$ cat config.mk
export PLATFORM = sky130hd
export DESIGN_NAME = ex_control_pipe
export DESIGN_NICKNAME = d
export VERILOG_FILES = /design/src/rtl/ex_control_pipe.sv
export SDC_FILE = /design/constraint.sdc
export NUM_CORES = 1
export LEC_CHECK = 0
export CAP_MARGIN = 40
export CORE_ASPECT_RATIO = 0.75
export CORE_MARGIN = 10
export CORE_UTILIZATION = 40
export CTS_CLUSTER_SIZE = 30
export DETAILED_ROUTE_END_ITERATION = 12
export HOLD_SLACK_MARGIN = 0.06
export PLACE_DENSITY_LB_ADDON = 0.2
export SYNTH_ARGS = -nofsm -noshare
export SYNTH_HDL_FRONTEND = slang
export SYNTH_SLANG_ARGS = --single-unit
$ cat constraint.sdc
create_clock -name clk -period 3 [get_ports clk]
set_clock_uncertainty 0.05 [all_clocks]
set_input_delay 0.9 -clock clk [delete_from_list [all_inputs] [get_ports clk]]
set_output_delay 0.9 -clock clk [all_outputs]
set_load 0.01 [all_outputs]
$ cat src/rtl/ex_control_pipe.sv
`default_nettype none
// +--------------------------------------------------------------------------+
// | ex_control_pipe : registered EX-stage control with multi-cycle shifts,    |
// |                   flush and sticky halt.                                  |
// | Revision 1.0                                                             |
// +--------------------------------------------------------------------------+
module ex_control_pipe #(
  parameter int OPW    = 5,
  parameter int ALUOPW = 5,
  parameter int MC_LAT = 4,
  parameter int MC_EN  = 1
) (
  input  logic              clk,
  input  logic              rst_n,
  input  logic              in_valid,
  output logic              in_ready,
  input  logic [OPW-1:0]    opcode,
  input  logic [1:0]        funct,
  input  logic              flush,
  output logic              out_valid,
  input  logic              out_ready,
  output logic [ALUOPW-1:0] ALUOp,
  output logic              ALUSrc,
  output logic [1:0]        ALUFunct,
  output logic              halt,
  output logic              busy,
  output logic              halted
);

  localparam int CNTW  = $clog2(MC_LAT + 1);
  localparam bit MC_ON = (MC_EN != 0) && (MC_LAT > 1);

  typedef enum logic [1:0] {EMPTY, BUSY, FULL, HALTED} state_t;

  state_t            state;
  logic [CNTW-1:0]   cnt;
  logic              upper_zero;
  logic [4:0]        op5;
  logic [ALUOPW-1:0] dec_aluop;
  logic              dec_src;
  logic [1:0]        dec_funct;
  logic              dec_halt;
  logic              dec_mc;
  logic              accept;

  // Opcode bits above the 5-bit decode space must be zero for a defined op.
  generate
    if (OPW > 5) begin : g_wide_op
      assign upper_zero = (opcode[OPW-1:5] == '0);
    end else begin : g_narrow_op
      assign upper_zero = 1'b1;
    end
  endgenerate

  assign op5 = opcode[4:0];

  always_comb begin
    dec_aluop = '0;
    dec_src   = 1'b0;
    dec_funct = 2'b00;
    dec_halt  = (opcode == '0);
    dec_mc    = 1'b0;
    if (upper_zero) begin
      if (op5 > 5'd3)
        dec_aluop = ALUOPW'(op5);
      dec_src = (op5 >= 5'd26);
      if (dec_src)
        dec_funct = funct;
      dec_mc = MC_ON && (op5 inside {[5'd20:5'd23], 5'd26});
    end
  end

  // A held HALT never lets a new op slip in behind it.
  assign in_ready = !flush &&
                    ((state == EMPTY) || ((state == FULL) && out_ready && !halt));
  assign accept   = in_valid && in_ready;

  always_ff @(posedge clk or negedge rst_n) begin
    if (!rst_n) begin
      state     <= EMPTY;
      cnt       <= '0;
      ALUOp     <= '0;
      ALUSrc    <= 1'b0;
      ALUFunct  <= 2'b00;
      halt      <= 1'b0;
      out_valid <= 1'b0;
      busy      <= 1'b0;
      halted    <= 1'b0;
    end else if (flush && (state != HALTED)) begin
      state     <= EMPTY;
      cnt       <= '0;
      ALUOp     <= '0;
      ALUSrc    <= 1'b0;
      ALUFunct  <= 2'b00;
      halt      <= 1'b0;
      out_valid <= 1'b0;
      busy      <= 1'b0;
    end else if (accept) begin
      ALUOp    <= dec_aluop;
      ALUSrc   <= dec_src;
      ALUFunct <= dec_funct;
      halt     <= dec_halt;
      if (dec_mc) begin
        state     <= BUSY;
        cnt       <= CNTW'(MC_LAT - 1);
        busy      <= 1'b1;
        out_valid <= 1'b0;
      end else begin
        state     <= FULL;
        cnt       <= '0;
        busy      <= 1'b0;
        out_valid <= 1'b1;
      end
    end else begin
      case (state)
        BUSY: begin
          if (cnt == CNTW'(1)) begin
            state     <= FULL;
            cnt       <= '0;
            busy      <= 1'b0;
            out_valid <= 1'b1;
          end else begin
            cnt <= cnt - CNTW'(1);
          end
        end
        FULL: begin
          if (out_ready) begin
            out_valid <= 1'b0;
            if (halt) begin
              state  <= HALTED;
              halted <= 1'b1;
            end else begin
              state <= EMPTY;
            end
          end
        end
        default: begin
        end
      endcase
    end
  end

endmodule
`default_nettype wire

After elaboration in Yosys (flattened, before gate mapping)
Cells that the tools add are included.
W data, S select, Z words.

operators by class
  div/mod/pow operators = 0
  shifts and indexed selects = 0
  order comparisons = 4
  equality and inequality tests = 7
  add/subtract/negate cells = 1
  bitwise operators = 2
  reduce and logical (&&, ||, !) cells = 19
  multiplexer cells = 33
  multipliers = 0

operators by type and width
  operator               count
  $mux W2                10
  $mux W5                3
  $mux W1                14
  $mux W3                4
  $ge A5 B5 Y1 const B   2
  $logic_and A1 B1 Y1    6
  $reduce_bool A3 Y1     2
  $eq A5 B5 Y1 const B   1
  $gt A5 B2 Y1 const B   1
  $le A5 B5 Y1 const B   1
  $logic_not A5 Y1       1
  $reduce_and A5 Y1      1
  $ne A4 B3 Y1 const B   1
  $ne A4 B4 Y1 const B   1
  $pmux W2 S2            1
  $reduce_bool A2 Y1     2
  $reduce_bool A4 Y1     1
  $eq A3 B1 Y1 const B   1
  $reduce_and A3 Y1      1
  $sub A3 B1 Y3 const B  1
  $eq A2 B1 Y1 const B   1
  $eq A2 B2 Y1 const B   1
  $logic_not A1 Y1       2
  $logic_not A2 Y1       1
  other kinds (5)        6

word-level totals
  bits in latches = 0
  ROM bits = 0
  input bits = 12
  register bits = 17
  bits in writable memories = 0
  memories = 0

Logic depth before layout (Yosys ltp)
  depth in word-level cells = 8
  depth in mapped cells = 6
  depth with buffers taken out = 6

Worst setup path after synthesis
No wires, ideal clock.

  path type = input port to output port
  start point = in flush
  end point = out in_ready
  required time = 2.050 ns
  slack = 0.415 ns
  arrival time = 1.635 ns
  buffers on the path = 1
  stages on the path = 3
  path through = buf_2 > nor2_1 > a21boi_0

between the ends
  word-level cells in the longest chain between the ends = 2

ends and longest elaborated chain
  element              line  source
  start, declared      19    input logic flush,
  $logic_not A1 Y1     74    assign in_ready = !flush &&
  $logic_and A1 B1 Y1  74
  end, declared        16    output logic in_ready,

No other way between the ends.

Worst setup path after layout
  start point = in out_ready
  end point = out in_ready

between the ends
  word-level cells in the longest chain between the ends = 4

ends and longest elaborated chain
  element                           line  source
  start, declared                   21    input logic out_ready,
  $logic_and A1 B1 Y1 (2 in a row)  75    ((state == EMPTY) || ((state == FULL) && out_ready && !halt));
  $logic_or A1 B1 Y1                75
  $logic_and A1 B1 Y1               74

No other way between the ends.

==> summary.txt <==
outcome: complete, no violations
Final nets: 137
EDFF count, synth: 0
PwrDens: 566 nW/um^2
vias in the first global route: 846
area delta synth->final: 34.5%
number of port buffers: 24
Tmin final: 2.87 ns
Mapped Avg Cell Area: 10.4 sq um
Crit Path Max Fanout: 2
synthesized instance count: 92
die height: 62.3 um
Startpoint Class: primary input
Syn Nets: 106
DR iter-0 viols: 60
most common cell in the netlist: dfrtp_1
worst setup path category: in2out
drc violations: 0
Yosys top cell area share: 44.6%
most frequent cells after synthesis: 17 x dfrtp_1, 8 x nand2_1, 5 x a21oi_1, 5 x nand3_1
Ports: 25
final instance area: 1280 sq um
maximum VDD drop: 0.295 mV
CP Capture Type: output pin
Initial DRT Pass Iterations: 4
Tcrit/Tclk final: 95.5%
diode count: 0
Num CTS Buffers: 3
CTS root buffer: clkbuf_4
Slew headroom: 47.2%
Layout fillers: 223
Hold Vio Cnt, Final: 0
clock sinks: 17
DR vias: 835
storage element area: 425 sq um
share of layout cells above drive strength 1: 14.8%
pin slew with the least headroom to its limit: 0.789 ns
Die W: 76.4 um
wire length per cell after detailed routing: 15.1 um
Bufs on Longest Clock Path: 2
initial antenna violation count: 0
Multi-input gate area: 489 sq um
clk_lat worst skew: 0.31 ns
GR Overflow Total: 0
final slew viol count: 0
Vias per Instance: 5.35
RSZ-0062 raised after global routing: false
first-pass GRT wire length: 4070 um
clock slew at reported path FFs: 0.10 ns
Post-Place Cell Area: 1260 sq um
core area: 2290 sq um
Seq/Total Area, Yosys: 44.6%
gpl congestion: 0.751
Overall Global Routing Usage: 10.4%
Peak Freq: 0.349 GHz
largest net degree at the start of global routing: 18
Post-CTS Hold Buffers: 0
final cell count without fillers: 156
synthesized area: 955 sq um
main flop type after synthesis: dfrtp_1
H-tree levels: 1
min-delay worst type: reg2reg
R2R cell count: 5
Yosys warnings: 0
ANT nets after route: 0
worst hold path depth: 1
Final Setup Violations: 0
Area contributors post-synth: dfrtp_1 45%, nand2_1 3.1%, o211ai_1 3.1%
critical path arrival: 1.92 ns
TritonCTS clock tree: built
FP Rows: 15
Initial Utilization: 41.7%
die area: 4760 sq um
dpl hpwl: 1790 um
Distinct cells, synth: 39
dominant cell type by area after synthesis: dfrtp_1
WL final: 2360 um
Max-cap violations: 0
asr flop ratio synth: 100%
synthesized flop and latch total: 17
Worst Path Required: 2.05 ns
Cells after DPL: 152
Leak: 0.553 nW
[where the power goes]
part	switching [mW]	internal [mW]	leakage (nW)	total [mW]
clock	0.0822	0.0499	0.0177	0.132
combinational	0.138	0.138	0.308	0.276
sequential	0.0500	0.269	0.228	0.319
total	0.270	0.457	0.553	0.727
[through the flow]
step / total power, mW / TNS, ns / hold WS (ns) / utilization [%] / setup slack [ns]
2_1_floorplan: 0.492 / 0 / 0.406 / - / 0.415
3_3_place_gp: 0.598 / -0.152 / 0.408 / 54.9 / -0.152
3_5_place_dp: 0.602 / -0.152 / 0.418 / 54.9 / -0.152
4_1_cts: 0.733 / 0 / 0.443 / 56.1 / 0.125
5_1_grt: 0.783 / 0 / 0.471 / 56.1 / 0.00840
6_report: 0.727 / 0 / 0.437 / 56.1 / 0.134
[registers in the layout, summed over array words and instances (netlist names)]
register,flops
busy,1
ALUSrc,1
out_valid,1
cnt,3
ALUOp,5
ALUFunct,2
halted,1
halt,1
state,2
[critical path, cell delays in order]
cell	delay, ns
clkdlybuf4s50_1	0.52
nand2b_4	0.06
a21boi_0	0.14
dlygate4sd2_1	0.29
[cell families (layout without fill, tap and decap cells)]
| logic type | Yosys count | count (layout) | share of synthesized area, % |
|---|---|---|---|
| AOI/OAI and AO/OA | 32 | 32 | 29.1 |
| DFF | 17 | 17 | 44.6 |
| and+or+nand+nor | 30 | 30 | 17.4 |
| muxes | 2 | 2 | 2.10 |
| adders and majority gates | 2 | 2 | 2.62 |
| buffers and inverters | 9 | 39 | 4.19 |
[area by class of cell]
class	instances	area share [%]
clock inverter	1	0.390
inverter	6	1.75
sequential	17	33.1
timing repair buffer	29	21.5
tap	34	3.31
clock buffer	3	1.75
multi-input combinational	66	38.1
[path summary, 6_finish.rpt]
path / from / to / slack [ns]
worst max-delay path: out_ready / in_ready / 0.13
worst min-delay path: ALUSrc$_DFFE_PN0P_ / ALUSrc$_DFFE_PN0P_ / 0.44
worst max register to register: halt$_DFFE_PN0P_ / state[1]$_DFFE_PN0P_ / 1.19
worst min register to register: ALUSrc$_DFFE_PN0P_ / ALUSrc$_DFFE_PN0P_ / 0.44
max in group asynchronous: rst_n / ALUSrc$_DFFE_PN0P_ / 1.42
min in group asynchronous: rst_n / halted$_DFFE_PN0P_ / 0.98
[metal layers]
layer | up-vias | wire (um) | track usage, %
met4 | 0 | 17 | 2.78
met3 | 3 | 202 | 5.89
li1 | 412 | - | -
met1 | 402 | 1080 | 12.3
met2 | 18 | 1060 | 15.7
met5 | - | 0 | 0
[what timing repair did]
| item | CTS | global route |
|---|---|---|
| hold endpoints to repair | 0 | 0 |
| buffers inserted | 0 | 0 |
| resized for setup | 1 | 0 |
| endpoints found under the setup margin | 1 | 0 |
[placed cells by master (no fill, tap or decap), types with 2 or more instances in the layout]
cell type,n
clkdlybuf4s50_1,23
dfrtp_1,17
nand2_1,8
nand3_1,5
a21oi_1,5
buf_4,5
inv_1,4
nor2_1,4
o211ai_1,4
nor2b_1,3
o21ai_0,3
clkbuf_4,3
inv_2,2
mux2i_1,2
a31oi_1,2
a32o_1,2
a22o_1,2
o31a_1,2
o2bb2ai_1,2
ha_1,2
No activity file was read; power rests on OpenSTA's default activity.
